[config.mk]
export PLATFORM = sky130hd
export DESIGN_NAME = ctrl_word_sequencer
export DESIGN_NICKNAME = d
export VERILOG_FILES = /design/src/rtl/ctrl_word_sequencer.sv
export SDC_FILE = /design/constraint.sdc
export NUM_CORES = 1
export LEC_CHECK = 0
export CELL_PAD_IN_SITES_DETAIL_PLACEMENT = 2
export CELL_PAD_IN_SITES_GLOBAL_PLACEMENT = 2
export CORE_ASPECT_RATIO = 1.2
export CORE_UTILIZATION = 34
export CTS_CLUSTER_DIAMETER = 30
export DETAILED_ROUTE_END_ITERATION = 10
export HOLD_SLACK_MARGIN = 0.06
export PLACE_DENSITY_LB_ADDON = 0.15
export SLEW_MARGIN = 40
export SYNTH_ARGS = -nofsm -noshare
export SYNTH_HDL_FRONTEND = slang
export SYNTH_SLANG_ARGS = --single-unit
export TNS_END_PERCENT = 50
[constraint.sdc]
create_clock -name CLK_100 -period 5.4 [get_ports CLK_100]
set_input_delay 0.54 -clock CLK_100 [delete_from_list [all_inputs] [get_ports CLK_100]]
set_output_delay 0.54 -clock CLK_100 [all_outputs]
set_load 0.02 [all_outputs]
[src/rtl/ctrl_word_sequencer.sv]
// rtl/ctrl_word_sequencer.sv - streams control words from a control SRAM onto CTRL_Signal
module ctrl_word_sequencer #(
  parameter int CTRL_WIDTH = 72,
  parameter int PC_WIDTH = 10,
  parameter logic [CTRL_WIDTH-1:0] IDLE_WORD = '0
) (
  input  logic                  CLK_100,
  input  logic                  locked,
  input  logic                  start,
  input  logic                  abort,
  input  logic                  pause,
  input  logic [PC_WIDTH-1:0]   prog_base,
  input  logic [PC_WIDTH-1:0]   prog_len,
  output logic [PC_WIDTH-1:0]   imem_addr,
  output logic                  imem_csb,
  input  logic [CTRL_WIDTH-1:0] imem_dout,
  output logic [CTRL_WIDTH-1:0] CTRL_Signal,
  output logic                  ctrl_valid,
  output logic                  busy,
  output logic                  done,
  output logic                  err_len,
  output logic [PC_WIDTH:0]     word_count
);

  typedef enum logic [2:0] {S_IDLE, S_FETCH, S_RUN, S_DRAIN, S_DONE} state_t;

  state_t                r_state;
  logic [PC_WIDTH-1:0]   r_pc;
  logic [PC_WIDTH:0]     r_limit;
  logic [PC_WIDTH:0]     r_count;
  logic [CTRL_WIDTH-1:0] r_skid;
  logic                  r_skid_v;
  logic                  r_rd_pend;
  logic                  r_stop;
  logic [CTRL_WIDTH-1:0] r_ctrl;
  logic                  r_valid;
  logic                  r_done;
  logic                  r_err;

  logic                  w_read;
  logic                  w_avail;
  logic [CTRL_WIDTH-1:0] w_word;
  logic [PC_WIDTH:0]     w_cnt_nxt;
  logic [PC_WIDTH-1:0]   w_pc_nxt;
  logic                  w_last;

  // r_stop marks the cycle after the final word: no further reads, next state is DRAIN
  assign w_read    = (r_state == S_FETCH) || ((r_state == S_RUN) && !pause && !r_stop);
  assign imem_csb  = ~w_read;
  assign imem_addr = r_pc;

  assign w_avail   = r_skid_v | r_rd_pend;
  assign w_word    = r_skid_v ? r_skid : imem_dout;
  assign w_cnt_nxt = r_count + {{PC_WIDTH{1'b0}}, 1'b1};
  assign w_pc_nxt  = r_pc + {{(PC_WIDTH-1){1'b0}}, 1'b1};
  assign w_last    = w_word[0] || (w_cnt_nxt == r_limit);

  assign CTRL_Signal = r_ctrl;
  assign ctrl_valid  = r_valid;
  assign busy        = (r_state == S_FETCH) || (r_state == S_RUN) || (r_state == S_DRAIN);
  assign done        = r_done;
  assign err_len     = r_err;
  assign word_count  = r_count;

  always_ff @(posedge CLK_100 or negedge locked) begin
    if (!locked) begin
      r_state   <= S_IDLE;
      r_pc      <= '0;
      r_limit   <= '0;
      r_count   <= '0;
      r_skid    <= IDLE_WORD;
      r_skid_v  <= 1'b0;
      r_rd_pend <= 1'b0;
      r_stop    <= 1'b0;
      r_ctrl    <= IDLE_WORD;
      r_valid   <= 1'b0;
      r_done    <= 1'b0;
      r_err     <= 1'b0;
    end else begin
      r_rd_pend <= w_read;
      if (abort) begin
        r_state  <= S_IDLE;
        r_ctrl   <= IDLE_WORD;
        r_valid  <= 1'b0;
        r_skid_v <= 1'b0;
        r_stop   <= 1'b0;
      end else begin
        case (r_state)
          S_IDLE, S_DONE: begin
            if (start) begin
              r_pc     <= prog_base;
              r_limit  <= (prog_len == '0) ? {1'b1, {PC_WIDTH{1'b0}}} : {1'b0, prog_len};
              r_count  <= '0;
              r_done   <= 1'b0;
              r_err    <= 1'b0;
              r_skid_v <= 1'b0;
              r_stop   <= 1'b0;
              r_state  <= S_FETCH;
            end
          end
          S_FETCH: begin
            r_pc    <= w_pc_nxt;
            r_state <= S_RUN;
          end
          S_RUN: begin
            if (r_stop) begin
              r_ctrl  <= IDLE_WORD;
              r_valid <= 1'b0;
              r_stop  <= 1'b0;
              r_state <= S_DRAIN;
            end else if (pause) begin
              // the read issued last cycle is still returning; park it
              r_ctrl  <= IDLE_WORD;
              r_valid <= 1'b0;
              if (r_rd_pend) begin
                r_skid   <= imem_dout;
                r_skid_v <= 1'b1;
              end
            end else begin
              r_pc <= w_pc_nxt;
              if (w_avail) begin
                r_ctrl   <= w_word;
                r_valid  <= 1'b1;
                r_count  <= w_cnt_nxt;
                r_skid_v <= 1'b0;
                if (w_last) begin
                  r_stop <= 1'b1;
                  r_err  <= ~w_word[0];
                end
              end else begin
                r_ctrl  <= IDLE_WORD;
                r_valid <= 1'b0;
              end
            end
          end
          S_DRAIN: begin
            r_done  <= 1'b1;
            r_state <= S_DONE;
          end
          default: r_state <= S_IDLE;
        endcase
      end
    end
  end

endmodule

### Word-level counts from Yosys, hierarchy flattened

Index checks and enable logic that the tools add are counted.

| storage, ports and cells | value |
|---|---|
| register bits | 185 |
| input bits | 97 |
| output and inout port bits | 98 |
| word-level logic and storage cells | 103 |

| operators by class | value |
|---|---|
| add/subtract/negate cells | 2 |
| eq/ne operators | 15 |
| mux-type cells | 44 |
| bitwise operators | 5 |
| reductions and logical operators | 25 |

Operators by type and width:

| operator | count |
|---|---|
| 72-bit two-way mux | 6 |
| 11-bit two-way mux | 5 |
| 10-bit two-way mux | 3 |
| 10-bit case mux with 3 select lines | 1 |
| 11-bit case mux with 2 select lines | 1 |
| 1-bit two-way mux | 20 |
| 5-bit AND reduction | 3 |
| 3-bit case mux with 4 select lines | 1 |
| 11-bit by 1-bit adder with 11-bit output (second input constant) | 1 |
| 11-bit == test | 1 |
| 10-bit by 1-bit adder with 10-bit output (second input constant) | 1 |
| 10-bit logical NOT | 1 |
| 2-bit inequality test (second input constant) | 5 |
| 3-bit two-way mux | 3 |
| 3-bit inequality test (second input constant) | 3 |
| 4-bit inequality test (second input constant) | 2 |
| 1-bit case mux with 2 select lines | 4 |
| 7-bit AND reduction | 1 |
| 3-bit by 2-bit == test with 1-bit output (second input constant) | 2 |
| 3-bit AND reduction | 2 |
| 6-bit AND reduction | 1 |
| 2-bit nonzero test | 3 |
| 3-bit nonzero test | 2 |
| 1-bit logical OR | 4 |
| 9 further kinds | 15 |

### Depth between registers and ports, before layout

Gate-level depths: netlist of run 1.

| depth | value |
|---|---|
| depth in word-level cells | 9 |
| mapped depth | 9 |
| gate-level depth less buffers | 7 |

### Least setup slack after synthesis of run 1

No wires, ideal clock.

| path | value |
|---|---|
| path kind | flip-flop to flip-flop |
| start | register r_count[0] (netlist: word_count[0]) |
| end | register r_err (netlist: err_len) |
| setup time | 0.133 ns |
| arrival time | 2.170 ns |
| required time | 5.267 ns |
| slack | 3.097 ns |
| stages on the path, launching flop included | 8 |
| path buffers | 0 |
| period minus slack after synthesis | 2.303 ns |
| cell sequence | dfrtp_1 -> ha_1 -> nand4_2 -> or2_1 -> or4b_1 -> a31oi_1 -> o21a_1 -> o211ai_1 |

| on the way | value |
|---|---|
| cells in the longest elaborated chain, start to end | 5 |

RTL lines:

| what | RTL line | source |
|---|---|---|
| start, declared | 30 | `logic [PC_WIDTH:0] r_count;` |
| start signal, assigned | 124 | `r_count <= w_cnt_nxt;` |
| 11-bit by 1-bit adder with 11-bit output | 54 | `assign w_cnt_nxt = r_count + {{PC_WIDTH{1'b0}}, 1'b1};` |
| 11-bit == test | 56 | `assign w_last = w_word[0] \|\| (w_cnt_nxt == r_limit);` |
| 1-bit logical OR | 56 |  |
| 2-bit inequality test (no line) | - |  |
| 7-bit AND reduction (no line) | - |  |
| end signal, assigned | 128 | `r_err <= ~w_word[0];` |
| end, declared | 38 | `logic r_err;` |

No other way between the ends.
A chain may end at the register's enable or synchronous reset.

### Final worst setup path of run 1

| path | value |
|---|---|
| start | register r_state[0] |
| end | output port imem_csb |

| on the way | value |
|---|---|
| cells in the longest elaborated chain, start to end | 5 |
| elaborated cells between the ends (all ways) | 6 |
| those cells by class | eq/ne (2); bitwise (1); reduce/logical (3) |

RTL lines:

| what | RTL line | source |
|---|---|---|
| start, declared | 27 | `state_t r_state;` |
| start signal, assigned | 67 | `r_state <= S_IDLE;` |
| start signal, assigned | 82 | `r_state <= S_IDLE;` |
| start signal, assigned | 98 | `r_state <= S_FETCH;` |
| 3-bit by 2-bit == test with 1-bit output | 48 | `assign w_read = (r_state == S_FETCH) \|\| ((r_state == S_RUN) && !pause && !r_stop);` |
| 1-bit logical AND (2 in a row) | 48 |  |
| 1-bit logical OR (*) | 48 |  |
| named net w_read | 40 | `logic w_read;` |
| 1-bit NOT (*) | 49 | `assign imem_csb = ~w_read;` |
| end, declared | 15 | `output logic imem_csb,` |

Mark *: on every way through the listed nets, which the timed path passes. The rest lies on a longest branch.

==> flow_metrics.env, run 1 <==
export IMPL_dp_hpwl_um=17600
export IMPL_power_leakage_uw=0.00475
export IMPL_drtIter0Drc=124
export IMPL_cap_violations=0
export IMPL_slowest_delay_ns=0.54
export IMPL_critPathKind="reg2out"
export IMPL_grt_max_degree=105
export IMPL_port_buffers=194
export IMPL_worst_path_buf_inv=3
export IMPL_top_layer_used="met4"
export IMPL_dr_pass1_iters=4
export IMPL_worst_slew_pin_transition_ns=0.838
export IMPL_min_period_ns=2.72
export IMPL_vias_per_cell=5.11
export IMPL_ir_drop_v=0.000243
export IMPL_wl_met2_um=13100
export IMPL_nets=1013
export IMPL_run_status="finished clean"
export IMPL_ys_types=50
export IMPL_fin_setup_tns_ns=0
export IMPL_slew_limit_headroom_pct=44.1
export IMPL_yosysSeqAreaShare_pct=55.8
export IMPL_cts_repair_resized=0
export IMPL_yosysTopAreaCellShare_pct=55.8
export IMPL_grt_usage_pct=21.3
export IMPL_fillers=2411
export IMPL_async_flop_share_pct=100
export IMPL_wl_met1_um=10300
export IMPL_grt_ovfl_total=0
export IMPL_multiInputGateArea_mm2=0.00347
export IMPL_cts_buffers=17
export IMPL_place_congestion=0.796
export IMPL_hold_slack_ns=0.0467
export IMPL_synth_nets=834
export IMPL_floorplan_rows=62
export IMPL_holdBufCountCts=0
export IMPL_synth_area_leader_cell="dfrtp_1"
export IMPL_crit_family="buffers and inverters"
export IMPL_clk_pin_slew_ns=0.08
export IMPL_cts_root_buf="clkbuf_16"
export IMPL_fmax_ghz=0.368
export IMPL_drt_wl_total_um=25100
export IMPL_start_kind="flip-flop"
export IMPL_die_w_um=145
export IMPL_syn_to_final_growth_pct=34.8
export IMPL_ff2ff_path_depth=7
export IMPL_cellPowerDensity_mw_per_mm2=303
export IMPL_r2r_end="err_len$_DFFE_PN0P_"
export IMPL_yosys_warnings=0
export IMPL_synth_edf_count=0
export IMPL_synth_cells=735
export IMPL_critPathMaxFanout=7
export IMPL_grt_antenna_before_repair=1
export IMPL_setup_violations=0
export IMPL_p_total_uw=3390
export IMPL_rsz0062_at_grt="no"
export IMPL_cts_sinks=185
export IMPL_dieArea_mm2=0.0250
export IMPL_clock_path_buffers=2
export IMPL_yosys_register_bits=185
export IMPL_netlist_area_mm2=0.00830
export IMPL_layout_drive_gt1_share_pct=14.6
export IMPL_regArea_mm2=0.00463
export IMPL_io_pins=195
export IMPL_vias=6381
export IMPL_cp_common_cell="inv_1"
export IMPL_slew_viol_final=0
export IMPL_finalHoldViolCount=0
export IMPL_wl_met3_um=1250
export IMPL_cts_tree="yes"
export IMPL_clk_latency_ns=0.44
export IMPL_cp_cell_sequence="inv_1 -> nand2_1 -> o31ai_1 -> nor2b_1 -> inv_1 -> clkdlybuf4s50_1"
export IMPL_synth_area_top_cells="dfrtp_1 (56%), mux2_2 (11%), mux2i_1 (9.0%)"
export IMPL_r2r_start="word_count[0]$_DFFE_PN0P_"
export IMPL_worst_ep_arrival_time_ns=2.18
export IMPL_core_area_mm2=0.0240
export IMPL_grt_pass1_wl_um=40800
export IMPL_cp_end_kind="output pin"
export IMPL_postCtsSetupBuffers=0
export IMPL_remaining_drc_errors=0
export IMPL_crit_slowest_cell="clkdlybuf4s50_1"
export IMPL_required_ns=4.86
export IMPL_grt_pass1_vias=7423
export IMPL_die_h_um=173
export IMPL_cts_max_level=4
export IMPL_synth_area_per_cell_um2=11.3
export IMPL_hp_class="in2async"
export IMPL_r2r_setup_slack_ns=2.76
export IMPL_period_share_pct=50.3
export IMPL_avgRoutedWirePerCell_um=20.1
export IMPL_ys_flop_type="dfrtp_1"
export IMPL_finClkSkew_ns=0.0150
export IMPL_start_util_pct=34.6
export IMPL_ant_nets=0
-- flip-flops by register name, summed over array words and instances, names as in the netlist, 3 cells and up --
name,count
r_limit,11
word_count,11
r_skid,72
r_state,3
CTRL_Signal,72
imem_addr,10
-- stage by stage --
step / utilization, % / area (um^2) / cells / worst slack [ns]
CTS: 46.6 / 11200 / 1247 / 2.66
global route: 46.7 / 11200 / 1248 / 2.53
global placement: 43.9 / 10500 / 1213 / 2.46
detailed placement: 44.2 / 10600 / 1215 / 2.43
floorplan: - / 8300 / 735 / 3.10
finish: 46.7 / 11200 / 1248 / 2.68
-- worst reg2reg max path: stages (launching register included) --
cell	delay, ns
dfrtp_1	0.51
ha_1	0.37
nand4_2	0.24
or2_1	0.32
or4b_1	0.49
a31oi_1	0.26
o21a_1	0.22
o211ai_1	0.11
-- power breakdown --
part | total [uW] | internal [uW] | switching (uW)
Sequential | 1620 | 1520 | 103
Clock | 1230 | 621 | 614
Combinational | 539 | 278 | 261
-- cell type report --
| type | count | share of cell area (%) |
|---|---|---|
| antenna | 1 | 0.0224 |
| clock buffer | 18 | 3.84 |
| clock inverter | 14 | 1.35 |
| inverter | 9 | 0.302 |
| multi-input combinational | 497 | 31.0 |
| sequential | 185 | 41.4 |
| tap | 320 | 3.58 |
| timing repair buffer | 204 | 18.5 |
-- cells in the final DEF (no fill, tap or decap), types with 2 or more instances in the layout --
cell / instances
nor2_1: 21
nor2b_1: 3
a21boi_0: 2
nand3_1: 11
xnor2_1: 8
buf_4: 7
clkdlybuf4s50_1: 193
o22ai_1: 4
mux2i_1: 75
o31ai_1: 6
nor4_1: 4
or2_2: 2
o211ai_1: 3
inv_1: 9
nand2b_1: 7
a31oi_1: 3
o21ai_0: 95
a21oi_1: 23
or4b_1: 2
nand4_1: 3
nor3_1: 3
ha_1: 2
clkbuf_16: 18
nand2_1: 101
dfrtp_1: 184
or3_1: 3
and3_1: 6
clkinv_4: 4
xor2_1: 5
mux2_2: 80
inv_8: 6
nand3b_1: 3
clkinv_8: 2
-- how the worst max path moves through the flow --
stage	slack (ns)	cells after the start	to	from
2_1_floorplan	3.10	7	err_len$_DFFE_PN0P_	word_count[0]$_DFFE_PN0P_
3_3_place_gp	2.46	5	word_count[8]$_DFFE_PN0P_	abort
3_5_place_dp	2.43	7	imem_addr[0]$_DFFE_PN0P_	pause
4_1_cts	2.66	6	imem_csb	r_state[0]$_DFFE_PN0P_
5_1_grt	2.53	6	imem_csb	r_state[0]$_DFFE_PN0P_
6_report	2.68	6	imem_csb	r_state[0]$_DFFE_PN0P_
-- cells in the mapped netlist (2+ instances only) --
library cell and n:
dfrtp_1 185, nand2_1 101, o21ai_0 95, mux2_2 80
mux2i_1 75, clkbuf_1 36, a21oi_1 24, nor2_1 22
nand3_1 11, inv_1 9, xnor2_1 8, nand2b_1 7
and3_1 6, o31ai_1 6, xor2_1 5, buf_2 4
nor3_1 4, nor4_1 4, o22ai_1 4, a31oi_1 3
nand3b_1 3, nand4_1 3, nor2b_1 3, o211ai_1 3
or3_1 3, a21boi_0 2, buf_1 2, buf_6 2
ha_1 2, or2_2 2, or4b_1 2
-- cells by family (layout without fill, tap and decap cells) --
kind of cell               Yosys count  count (layout)  synth area share, %
other                                0               1                    0
AOI/OAI and AO/OA                  147             147                 9.86
xor gates and xnor gates            13              13                 1.37
DFF                                185             185                 55.8
and+or+nand+nor                    180             180                 10.2
muxes                              155             155                 19.9
buffers and inverters               53             245                 2.64
adders and majority gates            2               2                0.301
-- routing by layer --
metal | GRT usage [%] | up-vias
met2 | 36.9 | 129
met1 | 25.6 | 3287
met5 | 0 | -
met4 | 6.32 | 0
met3 | 5.23 | 23
li1 | - | 2942
Power figures use the tool's default switching activity.
==> inputs of run 2 (changes only) <==
--- a/config.mk
+++ b/config.mk
@@ -8,7 +8,7 @@
 export CELL_PAD_IN_SITES_DETAIL_PLACEMENT = 2
 export CELL_PAD_IN_SITES_GLOBAL_PLACEMENT = 2
 export CORE_ASPECT_RATIO = 1.2
-export CORE_UTILIZATION = 34
+export CORE_UTILIZATION = 29
 export CTS_CLUSTER_DIAMETER = 30
 export DETAILED_ROUTE_END_ITERATION = 10
 export HOLD_SLACK_MARGIN = 0.06
==> constraint.sdc (replaced) <==
create_clock -name CLK_100 -period 2.2 [get_ports CLK_100]
set_input_delay 0.22 -clock CLK_100 [delete_from_list [all_inputs] [get_ports CLK_100]]
set_output_delay 0.22 -clock CLK_100 [all_outputs]
set_load 0.02 [all_outputs]
==> run 2 against run 1 <==
Register-to-register slack worse by 2.7 ns. Cell count grew 7.1%. First-iteration DRC count up 64%. Largest power group unchanged. Highest routed layer unchanged.
==> flow_metrics.env, run 2 (synthesis results as in run 1) <==
export IMPL_clock_path_buffers=2
export IMPL_ir_drop_v=0.000433
export IMPL_busiest_layer="met2"
export IMPL_fmax_ghz=0.474
export IMPL_port_buffers=194
export IMPL_grt_max_degree=62
export IMPL_remaining_drc_errors=0
export IMPL_worst_ep_arrival_time_ns=2.41
export IMPL_power_leakage_uw=0.00490
export IMPL_layout_drive_gt1_share_pct=17.7
export IMPL_grt_ovfl_total=0
export IMPL_setup_violations=0
export IMPL_cts_buffers=17
export IMPL_grt_antenna_before_repair=1
export IMPL_io_pins=195
export IMPL_cts_tree="yes"
export IMPL_grt_pass1_wl_um=41000
export IMPL_period_share_pct=95.9
export IMPL_rsz0062_at_grt="yes"
export IMPL_grt_usage_pct=18.2
export IMPL_slew_viol_final=0
export IMPL_cellPowerDensity_mw_per_mm2=724
export IMPL_path_depth=7
export IMPL_dr_pass1_iters=4
export IMPL_start_kind="flip-flop"
export IMPL_die_h_um=187
export IMPL_ant_nets=0
export IMPL_cap_violations=0
export IMPL_grt_pass1_vias=7534
export IMPL_dieArea_mm2=0.0293
export IMPL_die_w_um=156
export IMPL_crit_slowest_cell="or4b_1"
export IMPL_worst_slew_pin_transition_ns=0.791
export IMPL_drt_wl_total_um=25500
export IMPL_slew_limit_headroom_pct=47.3
export IMPL_floorplan_rows=67
export IMPL_drtIter0Drc=203
export IMPL_final_common_cell="clkdlybuf4s50_1"
export IMPL_dp_hpwl_um=18300
export IMPL_final_cells=1336
export IMPL_avgRoutedWirePerCell_um=19.1
export IMPL_clk_latency_ns=0.44
export IMPL_slowest_delay_ns=0.49
export IMPL_fillers=2982
export IMPL_nets=1042
export IMPL_start_util_pct=29.6
export IMPL_crit_family="simple AND/OR/NAND/NOR gates"
export IMPL_finalCoreUtilization_pct=41.2
export IMPL_fin_setup_tns_ns=0
export IMPL_cp_cell_sequence="ha_2 -> nand4_2 -> or2_1 -> or4b_1 -> a31oi_2 -> o21a_1 -> o211ai_1"
export IMPL_finalHoldViolCount=0
export IMPL_cts_root_buf="clkbuf_16"
export IMPL_hp_class="in2async"
export IMPL_vias_per_cell=4.84
export IMPL_worst_path_buf_inv=0
export IMPL_critPathMaxFanout=5
export IMPL_clk_pin_slew_ns=0.07
export IMPL_core_area_mm2=0.0280
export IMPL_cp_end_kind="flip-flop"
export IMPL_min_period_ns=2.11
export IMPL_met2_usage_pct=33.2
export IMPL_use_met3_pct=5.63
export IMPL_cts_sinks=185
export IMPL_critPathKind="reg2reg"
export IMPL_met1_usage_pct=20.0
export IMPL_vias=6463
export IMPL_place_congestion=0.750
export IMPL_run_status="finished clean"
export IMPL_finClkSkew_ns=0.0149
export IMPL_ff2ff_path_depth=7
export IMPL_dp_cells=1299
export IMPL_syn_to_final_growth_pct=38.8
export IMPL_required_ns=2.50
export IMPL_p_total_uw=8350
export IMPL_final_cell_mix="clkdlybuf4s50_1 (191), dfrtp_1 (181), nand2_1 (101)"
export IMPL_cts_max_level=4
run 2: repair_timing:
item | 4_1_cts | 5_1_grt
buffers inserted | 0 | 3
pin swaps | 0 | 0
setup endpoints to repair | 2 | 3
hold buffers | 1 | 0
gates resized for setup | 3 | 3
gates cloned | 0 | 0
endpoints found under the hold margin | 56 | 0
run 2: worst paths after layout:
path,from,end,slack (ns)
min in group CLK_100,prog_len[2],r_limit[2]$_DFFE_PN0P_,0.41
setup reg to reg,word_count[1]$_DFFE_PN0P_,err_len$_DFFE_PN0P_,0.09
hold / removal,locked,word_count[5]$_DFFE_PN0P_,0.34
max in group asynchronous,locked,CTRL_Signal[67]$_DFFE_PN0P_,1.14
hold reg to reg,CTRL_Signal[0]$_DFFE_PN0P_,CTRL_Signal[0]$_DFFE_PN0P_,0.48
setup / recovery,word_count[1]$_DFFE_PN0P_,err_len$_DFFE_PN0P_,0.09
run 2: worst register-to-register path, stage by stage, from the launching register on:
cell and delay [ns]:
dfrtp_2 0.40, ha_2 0.19, nand4_2 0.14, or2_1 0.26
or4b_1 0.49, a31oi_2 0.18, o21a_1 0.20, o211ai_1 0.12
run 2: layer usage:
metal | routed length [um] | part of all wire, %
met5 | 0 | 0
met1 | 10100 | 39
met3 | 1520 | 5.9
met2 | 13600 | 53
met4 | 359 | 1.4
run 2: layout make-up:
class	instances	area (um^2)	share of cell area, %
inverters	9	33.8	0.293
well taps	379	474	4.11
multi-input cells	497	3480	30.2
flip-flops and latches	185	4640	40.2
clock inverters	15	149	1.29
clock buffers	17	425	3.69
repair buffers	233	2330	20.2
diodes	1	2.50	0.0217
run 2: through the flow:
| stage | instance area (um^2) | worst slack (ns) | hold WS (ns) |
|---|---|---|---|
| floorplan | 8310 | 0.0369 | -0.0756 |
| global placement | 10900 | 0.136 | 0.250 |
| detailed placement | 10900 | 0.000669 | 0.257 |
| CTS | 11500 | 0.0281 | 0.352 |
| global route | 11500 | -0.0274 | 0.377 |
| finish | 11500 | 0.0895 | 0.341 |
run 2: power by group:
group	switching, uW	total [uW]	internal [uW]
Combinational	656	1370	709
Sequential	239	3960	3720
Clock	1510	3020	1520
